## src/rtl/dff_pkg.sv

```systemverilog
// dff_pkg: shared constants and helpers for the dff_pipe delay line.
// Holds the default geometry, the default reset value and the fill
// counter width function used by the top-level port list.
package dff_pkg;

    localparam int          DFF_DEFAULT_WIDTH     = 8;
    localparam int          DFF_DEFAULT_DEPTH     = 4;
    localparam logic [63:0] DFF_DEFAULT_RESET_VAL = 64'h0;

    // Width of a counter that must represent 0..depth inclusive.
    function automatic int DFF_FILL_W(input int depth);
        return $clog2(depth + 1);
    endfunction

endpackage : dff_pkg

```

## src/rtl/dff_stage.sv

```systemverilog
// dff_stage: one pipeline slot of dff_pipe -- a WIDTH-bit data register plus
// its valid bit. Asynchronous active-low reset, synchronous clear (which
// beats enable), and enable; with enable low the slot holds its contents.
module dff_stage
    import dff_pkg::*;
#(
    parameter int               WIDTH     = DFF_DEFAULT_WIDTH,
    parameter logic [WIDTH-1:0] RESET_VAL = WIDTH'(DFF_DEFAULT_RESET_VAL)
) (
    input  logic             clk,
    input  logic             rst_n,
    input  logic             clr_i,
    input  logic             en_i,
    input  logic [WIDTH-1:0] data_i,
    input  logic             vld_i,
    output logic [WIDTH-1:0] data_o,
    output logic             vld_o
);

    logic [WIDTH-1:0] data_q;
    logic [WIDTH-1:0] data_d;
    logic             vld_q;
    logic             vld_d;

    // Next-state selection: clear first, then load on enable, otherwise hold.
    always_comb begin
        data_d = data_q;
        vld_d  = vld_q;
        if (clr_i) begin
            data_d = RESET_VAL;
            vld_d  = 1'b0;
        end else if (en_i) begin
            data_d = data_i;
            vld_d  = vld_i;
        end else begin
            data_d = data_q;
            vld_d  = vld_q;
        end
    end

    // Slot state register with asynchronous reset to the idle value.
    always_ff @(posedge clk or negedge rst_n) begin
        if (!rst_n) begin
            data_q <= RESET_VAL;
            vld_q  <= 1'b0;
        end else begin
            data_q <= data_d;
            vld_q  <= vld_d;
        end
    end

    assign data_o = data_q;
    assign vld_o  = vld_q;

endmodule : dff_stage

```

## src/rtl/dff_pipe.sv

```systemverilog
// dff_pipe: WIDTH-bit, DEPTH-stage registered delay line with stall (en),
// synchronous flush, per-stage valid tracking and a registered fill count.
// Priority per edge: reset > flush > en > hold. All outputs come straight
// from registers, so there is no combinational input-to-output path.
// Optional build macro DFF_PIPE_TAP_EN exposes every stage (taps) and every
// valid bit (tap_vld) as extra outputs; without it those ports do not exist.
module dff_pipe
    import dff_pkg::*;
#(
    parameter int               WIDTH     = DFF_DEFAULT_WIDTH,
    parameter int               DEPTH     = DFF_DEFAULT_DEPTH,
    parameter logic [WIDTH-1:0] RESET_VAL = WIDTH'(DFF_DEFAULT_RESET_VAL)
) (
    input  logic                          clk,
    input  logic                          rst_n,
    input  logic                          en,
    input  logic                          flush,
    input  logic [WIDTH-1:0]              d,
    input  logic                          d_vld,
    output logic [WIDTH-1:0]              q,
    output logic                          q_vld,
    output logic [DFF_FILL_W(DEPTH)-1:0]  fill
`ifdef DFF_PIPE_TAP_EN
    ,
    output logic [WIDTH*DEPTH-1:0]        taps,
    output logic [DEPTH-1:0]              tap_vld
`endif
);

    localparam int FW = DFF_FILL_W(DEPTH);

    logic [WIDTH-1:0] stage_data [DEPTH];
    logic [DEPTH-1:0] stage_vld;

    logic [FW-1:0]    fill_q;
    logic [FW-1:0]    fill_d;

    // Chain of stages: stage 0 takes the pipe input, stage i takes stage i-1.
    for (genvar i = 0; i < DEPTH; i++) begin : g_stage
        logic [WIDTH-1:0] data_in;
        logic             vld_in;

        if (i == 0) begin : g_head
            assign data_in = d;
            assign vld_in  = d_vld;
        end else begin : g_link
            assign data_in = stage_data[i-1];
            assign vld_in  = stage_vld[i-1];
        end

        dff_stage #(
            .WIDTH     (WIDTH),
            .RESET_VAL (RESET_VAL)
        ) u_stage (
            .clk    (clk),
            .rst_n  (rst_n),
            .clr_i  (flush),
            .en_i   (en),
            .data_i (data_in),
            .vld_i  (vld_in),
            .data_o (stage_data[i]),
            .vld_o  (stage_vld[i])
        );
    end

    // Fill tracking: +1 when a valid word enters, -1 when one leaves the last
    // stage, both only on enabled edges; a simultaneous entry and exit cancel.
    // Modular arithmetic is safe because fill always equals popcount(vld).
    always_comb begin
        fill_d = fill_q;
        if (flush) begin
            fill_d = {FW{1'b0}};
        end else if (en) begin
            fill_d = fill_q + FW'(d_vld) - FW'(stage_vld[DEPTH-1]);
        end else begin
            fill_d = fill_q;
        end
    end

    // Fill counter register with asynchronous reset to empty.
    always_ff @(posedge clk or negedge rst_n) begin
        if (!rst_n) begin
            fill_q <= {FW{1'b0}};
        end else begin
            fill_q <= fill_d;
        end
    end

    assign q     = stage_data[DEPTH-1];
    assign q_vld = stage_vld[DEPTH-1];
    assign fill  = fill_q;

`ifdef DFF_PIPE_TAP_EN
    // Raw fan-out of every stage register, stage 0 in the low slice.
    for (genvar t = 0; t < DEPTH; t++) begin : g_tap
        assign taps[t*WIDTH +: WIDTH] = stage_data[t];
    end
    assign tap_vld = stage_vld;
`endif

endmodule : dff_pipe

```

## config.mk

```make
export PLATFORM = sky130hd
export DESIGN_NAME = dff_pipe
export DESIGN_NICKNAME = d
export VERILOG_FILES = /design/src/rtl/dff_pkg.sv /design/src/rtl/dff_stage.sv /design/src/rtl/dff_pipe.sv
export SDC_FILE = /design/constraint.sdc
export NUM_CORES = 1
export LEC_CHECK = 0
export CORE_ASPECT_RATIO = 0.5
export CORE_UTILIZATION = 52
export DETAILED_ROUTE_END_ITERATION = 6
export PLACE_DENSITY = 0.77
export REMOVE_ABC_BUFFERS = 1
export SLEW_MARGIN = 30
export SYNTH_ARGS = -nofsm -noshare
export SYNTH_HDL_FRONTEND = slang
export SYNTH_HIERARCHICAL = 1
export SYNTH_SLANG_ARGS = --single-unit
```

## constraint.sdc

```tcl
create_clock -name clk -period 1.9 [get_ports clk]
set_input_delay 0.285 -clock clk [delete_from_list [all_inputs] [get_ports clk]]
set_output_delay 0.285 -clock clk [all_outputs]
set_load 0.02 [all_outputs]
```

==> impl_metrics.py, run 1 <==
metrics = {
    "cts": {
        "cts_inserted_buffers": 5,
        "clock_path_buffers": 2,
        "htree_levels": 2,
        "root_buffer": "clkbuf_8",
        "cts_resized": 0,
        "clk_transition_reported_paths_ns": 0.07,
        "clkLatencyLatePin_ns": 0.29,
        "cts.sinks": 39,
        "cts_tree": "built",
        "cts_setup_buffers": 0,
        "hold_buffers": 0,
    },
    "critical_path": {
        "worst-setup-path-type": "flip-flop to flip-flop",
        "crit_path_max_fanout": 3,
        "cp_slowest_cell": "dfrtp_1",
        "crit_path_end_kind": "flip-flop",
        "crit_family": "adder cells",
        "crit_chain": "ha_1 -> inv_1 -> ha_1 -> inv_1 -> fa_2 -> xor2_2 -> a21oi_1 -> a31o_1",
        "crit_path_start_kind": "flip-flop",
        "r2r_setup_slack_ns": 0.1,
        "path_buf_inv": 2,
        "slowest_delay_ns": 0.40,
        "critical_path_arrival_ns": 1.98,
        "required_ns": 2.08,
    },
    "die": {
        "dieArea_um2": 3420,
        "die_y_um": 41.9,
        "rows": 14,
        "die_w_um": 81.7,
        "start_util_pct": 54.8,
        "core-area_um2": 3010,
        "boundaryPins": 25,
    },
    "timing": {
        "tns_ns": 0,
        "holdWs_ns": 0.0339,
        "worst_pin_slew_ns": 0.472,
        "maxSlewHeadroom_pct": 68.5,
        "layout_setup_ws_ns": 0.0975,
        "finalHoldViolCount": 0,
        "finalCriticalPeriod_ns": 1.80,
        "rsz0062_at_grt": "no",
        "fmaxAchievable_mhz": 555,
        "setup_viol": 0,
        "fin_crit_sh_pct": 94.9,
        "slew_viol_final": 0,
        "skew_ns": 0.00650,
    },
    "route": {
        "wl_met2_mm": 1.20,
        "drt.antenna.violating_nets": 0,
        "m1WireLength_mm": 1.26,
        "wl_per_cell_um": 12.9,
        "drtIter0Drc": 95,
        "drt-pass1-iter-count": 4,
        "vias": 1000,
        "finalWirelength_mm": 2.62,
        "detail_route.vias_per_cell": 4.93,
        "maxUsedRoutingLayer": "met4",
        "met3_wirelength_um": 97,
        "drc": 0,
    },
    "yosys": {
        "syn_area_um2": 1650,
        "seq_area_frac_synth_pct": 59.1,
        "yosys_warnings": 6,
        "yosysUniqueCellTypes": 12,
        "yosys_register_bits": 39,
        "netlist_instances": 135,
        "synth_area_per_cell_um2": 12.2,
    },
    "placed_design": {
        "gp_congestion": 0.669,
        "placed_cells": 195,
        "pre_cts_ws_ns": -0.0304,
        "placed_area_um2": 1930,
        "place.port_buffers": 24,
        "dp_hpwl_mm": 1.72,
    },
    "run_status": {
        "status": "finished clean",
    },
    "global_route": {
        "grt_pass1_wl_mm": 4.40,
        "grt_max_degree": 40,
        "antenna_found_initial": 0,
        "grt_use_total_pct": 18.5,
        "grt-ovfl-total": 0,
        "grt_pass1_vias": 980,
    },
    "cells_and_area": {
        "areaGrowthSynthToFinish_pct": 24.1,
        "fillers": 252,
        "finish.net_count": 178,
        "fin_area_um2": 2050,
        "antennaDiodeCount": 0,
        "finalNonFillerCells": 203,
        "final_cell_mix": "nor2_1 (39), dfrtp_1 (39), mux2i_1 (38)",
        "drive_above_1_share_pct": 9.82,
    },
    "power_and_ir_drop": {
        "vdd_drop_max_mv": 0.447,
        "power_per_cell_area_nw_per_um2": 836,
        "leakagePower_nw": 1.05,
    },
    "job": {
        "maxCapViolations": 0,
    },
    "hold_path": {
        "hold_path.class": "input pin to async pin",
    },
}
cells in the mapped netlist:
library cell   n  area share (%)
a21oi_1        1            0.30
nand2b_1       1            0.38
xor2_1         1            0.53
nor2_1        39             8.9
fa_1           1             1.2
inv_1          4            0.91
dfrtp_1       39              59
buf_6          4             2.7
ha_1           2             1.5
a31o_1         1            0.53
mux2i_1       38              23
buf_1          4            0.91
registers in the layout, summed over array words and instances, names as in the netlist:
register                count
fill                        3
g_stage.u_stage/data_o     32
g_stage.u_stage/vld_o       4
worst paths after layout:
path,start,end,cells past startpoint
worst max-delay path,g_stage[3].u_stage/vld_o,fill[2],8
worst min-delay path,rst_n,g_stage[2].u_stage/vld_o,2
worst max register to register,g_stage[3].u_stage/vld_o,fill[2],8
worst min register to register,g_stage[3].u_stage/data_o[2],g_stage[3].u_stage/data_o[2],2
max in group asynchronous,rst_n,g_stage[1].u_stage/data_o[7],2
min in group clk,en,fill[2],2
report_power, final:
part           switching (mW)  leakage, nW  internal, mW
Sequential             0.0163        0.535         0.855
Clock                   0.287       0.0581         0.391
Combinational          0.0840        0.459        0.0796
Total                   0.387         1.05          1.33
routing by layer:
layer,vias to the layer above,track usage (%)
met1,486,22.4
li1,491,-
met5,-,0
met4,0,11.6
met2,15,28.8
met3,8,5.93
area by class of cell:
class	instances	area (um2)	area share, %
inverters	4	15.0	0.733
flip-flops and latches	39	976	47.6
well taps	40	50.0	2.44
repair buffers	28	285	13.9
clock buffers	5	68.8	3.36
clock inverters	3	43.8	2.14
multi-input cells	84	611	29.8
cells by family after synthesis:
kind of cell,after synthesis,share of synthesized area (%)
adders and majority gates,3,2.73
buffers and inverters,12,4.54
muxes,38,23.0
DFF,39,59.1
AOI/OAI and AO/OA,2,0.833
xor gates and xnor gates,1,0.530
and+or+nand+nor,40,9.24
stage by stage:
stage / total power, mW / utilization (%)
after floorplan: 0.947 / -
after global placement: 1.05 / 64.0
after detailed placement: 1.05 / 64.0
after CTS: 1.74 / 67.7
after global routing: 1.79 / 68.0
final: 1.71 / 68.0
(Power assumes the default switching activity.)
==> run 2: changes to the inputs <==
--- a/config.mk
+++ b/config.mk
@@ -10,6 +10,7 @@
 export DETAILED_ROUTE_END_ITERATION = 6
 export PLACE_DENSITY = 0.77
 export REMOVE_ABC_BUFFERS = 1
+export SETUP_SLACK_MARGIN = 0.1
 export SLEW_MARGIN = 30
 export SYNTH_ARGS = -nofsm -noshare
 export SYNTH_HDL_FRONTEND = slang
==> run 2 against run 1 <==
Against the previous run:
- design area up 0.73%
- largest power group unchanged
- clock power about the same
- power about the same
- non-clock buffer count up 2
- worst setup slack better by 0.018 ns
- maximum frequency up 1.0%
- first-iteration DRC count down 7.4%
- register-to-register slack better by 0.02 ns
- sequential share of layout area down 0.35 points
- combinational power about the same
- clock skew about the same
==> impl_metrics.py, run 2 (same netlist as run 1, synthesis figures left out) <==
metrics = {
    "global_route": {
        "antenna_found_initial": 0,
        "grt_pass1_vias": 992,
        "grt-ovfl-total": 0,
        "grt_max_degree": 40,
        "grt_use_total_pct": 18.6,
        "grt_pass1_wl_mm": 4.44,
    },
    "cells_and_area": {
        "areaGrowthSynthToFinish_pct": 25.0,
        "antennaDiodeCount": 0,
        "fillers": 251,
        "largest_reg_flops": 32,
        "regArea_um2": 976,
        "multi_input_area_um2": 611,
        "final_cell_mix": "nor2_1 (39), dfrtp_1 (39), mux2i_1 (38)",
        "drive_above_1_share_pct": 10.9,
        "finish.net_count": 180,
        "fin_area_um2": 2060,
    },
    "critical_path": {
        "required_ns": 2.08,
        "r2r_start": "g_stage[3].u_stage/vld_o",
        "crit_path_max_fanout": 2,
        "worst-setup-path-type": "flip-flop to flip-flop",
        "crit_path_start_kind": "flip-flop",
        "r2r_end": "fill[2]",
        "r2r_setup_slack_ns": 0.12,
        "worst_r2r_path_depth": 8,
        "crit_path_end_kind": "flip-flop",
        "critical_path_arrival_ns": 1.96,
    },
    "power_and_ir_drop": {
        "power_frac_seq_pct": 50.9,
        "p_sw_mw": 0.388,
        "internal_power_mw": 1.33,
        "power_per_cell_area_nw_per_um2": 830,
        "combPwrFrac_pct": 9.6,
        "p_clk_share_pct": 39.6,
        "vdd_drop_max_mv": 0.447,
        "p_total_mw": 1.71,
        "leakagePower_nw": 1.06,
        "switching_share_pct": 22.6,
    },
    "timing": {
        "skew_ns": 0.00650,
        "tns_ns": 0,
        "fmaxAchievable_mhz": 560,
        "rsz0062_at_grt": "yes",
        "slew_viol_final": 0,
        "worst_pin_slew_ns": 0.472,
        "holdWs_ns": 0.0324,
        "setup_viol": 0,
        "fin_crit_sh_pct": 93.9,
        "finalHoldViolCount": 0,
        "maxSlewHeadroom_pct": 68.6,
        "finalCriticalPeriod_ns": 1.78,
    },
    "cts": {
        "cts.sinks": 39,
        "htree_levels": 2,
        "cts_inserted_buffers": 5,
        "clock_path_buffers": 2,
        "clk_transition_reported_paths_ns": 0.07,
        "cts_tree": "built",
        "hold_buffers": 0,
        "root_buffer": "clkbuf_8",
        "clkLatencyLatePin_ns": 0.29,
    },
    "die": {
        "start_util_pct": 54.8,
        "rows": 14,
        "boundaryPins": 25,
        "core-area_um2": 3010,
        "die_w_um": 81.7,
        "dieArea_um2": 3420,
        "die_y_um": 41.9,
    },
    "job": {
        "maxCapViolations": 0,
    },
    "route": {
        "finalWirelength_mm": 2.67,
        "vias": 1003,
        "drt-pass1-iter-count": 3,
        "drt.antenna.violating_nets": 0,
        "drtIter0Drc": 88,
        "drc": 0,
        "wl_per_cell_um": 13.0,
        "detail_route.vias_per_cell": 4.89,
    },
    "placed_design": {
        "place.port_buffers": 24,
        "gp_congestion": 0.669,
        "dp_hpwl_mm": 1.72,
        "placed_area_um2": 1930,
    },
    "run_status": {
        "status": "finished clean",
    },
    "hold_path": {
        "hold_path.class": "input pin to async pin",
    },
}
run 2: per-stage QoR:
step / utilization [%] / setup slack [ns] / cells
floorplan: - / 0.0214 / 127
global placement: 64.0 / 0.00777 / 195
detailed placement: 64.0 / -0.0304 / 195
CTS: 68.0 / 0.0834 / 204
global route: 68.5 / 0.0279 / 205
finish: 68.5 / 0.116 / 205
run 2: power groups by stage:
stage / clock, mW / sequential (mW) / combinational [mW]
after floorplan: 0 / 0.890 / 0.0572
after global placement: 0 / 0.886 / 0.162
after detailed placement: 0 / 0.887 / 0.166
after CTS: 0.703 / 0.871 / 0.167
after global routing: 0.733 / 0.874 / 0.182
final: 0.678 / 0.871 / 0.164
run 2: final cells by class:
type	count	share of cell area, %
Multi-Input combinational cell	84	29.6
Sequential cell	39	47.3
Tap cell	40	2.42
Inverter	4	0.727
Clock inverter	3	2.12
Timing Repair Buffer	30	14.5
Clock buffer	5	3.33
run 2: repair_timing:
action	CTS	global route
setup buffers	1	1
pin swaps	1	0
endpoints found under the setup margin	1	2
resized for setup	1	1
run 2: how the worst max path moves through the flow:
stage	end	start
finish	fill[2]	g_stage[3].u_stage/vld_o
global route	fill[2]	fill[0]
CTS	fill[2]	g_stage[3].u_stage/vld_o
detailed placement	fill[2]	d_vld
global placement	fill[2]	d_vld
floorplan	fill[2]	fill[0]
run 2: per-layer routing:
layer	vias to the layer above	GRT usage [%]	wire length [um]
met3	8	5.93	97
met2	15	29.3	1240
li1	494	-	-
met4	0	11.6	66
met5	-	0	0
met1	486	22.4	1270
run 2: worst max-delay path: stages, from the launching register on:
cell and delay (ns):
dfrtp_1 0.39, ha_1 0.29, inv_1 0.05, ha_1 0.13, inv_1 0.05, fa_2 0.34, xor2_2 0.15, a21oi_1 0.08
a31o_1 0.20
==> run 3: changes to the inputs <==
--- a/config.mk
+++ b/config.mk
@@ -8,6 +8,7 @@
 export CORE_ASPECT_RATIO = 0.5
 export CORE_UTILIZATION = 52
 export DETAILED_ROUTE_END_ITERATION = 6
+export HOLD_SLACK_MARGIN = 0.02
 export PLACE_DENSITY = 0.77
 export REMOVE_ABC_BUFFERS = 1
 export SETUP_SLACK_MARGIN = 0.1
==> results of run 3 <==
The final DEF is identical to that of run 2; final timing and power are the same.
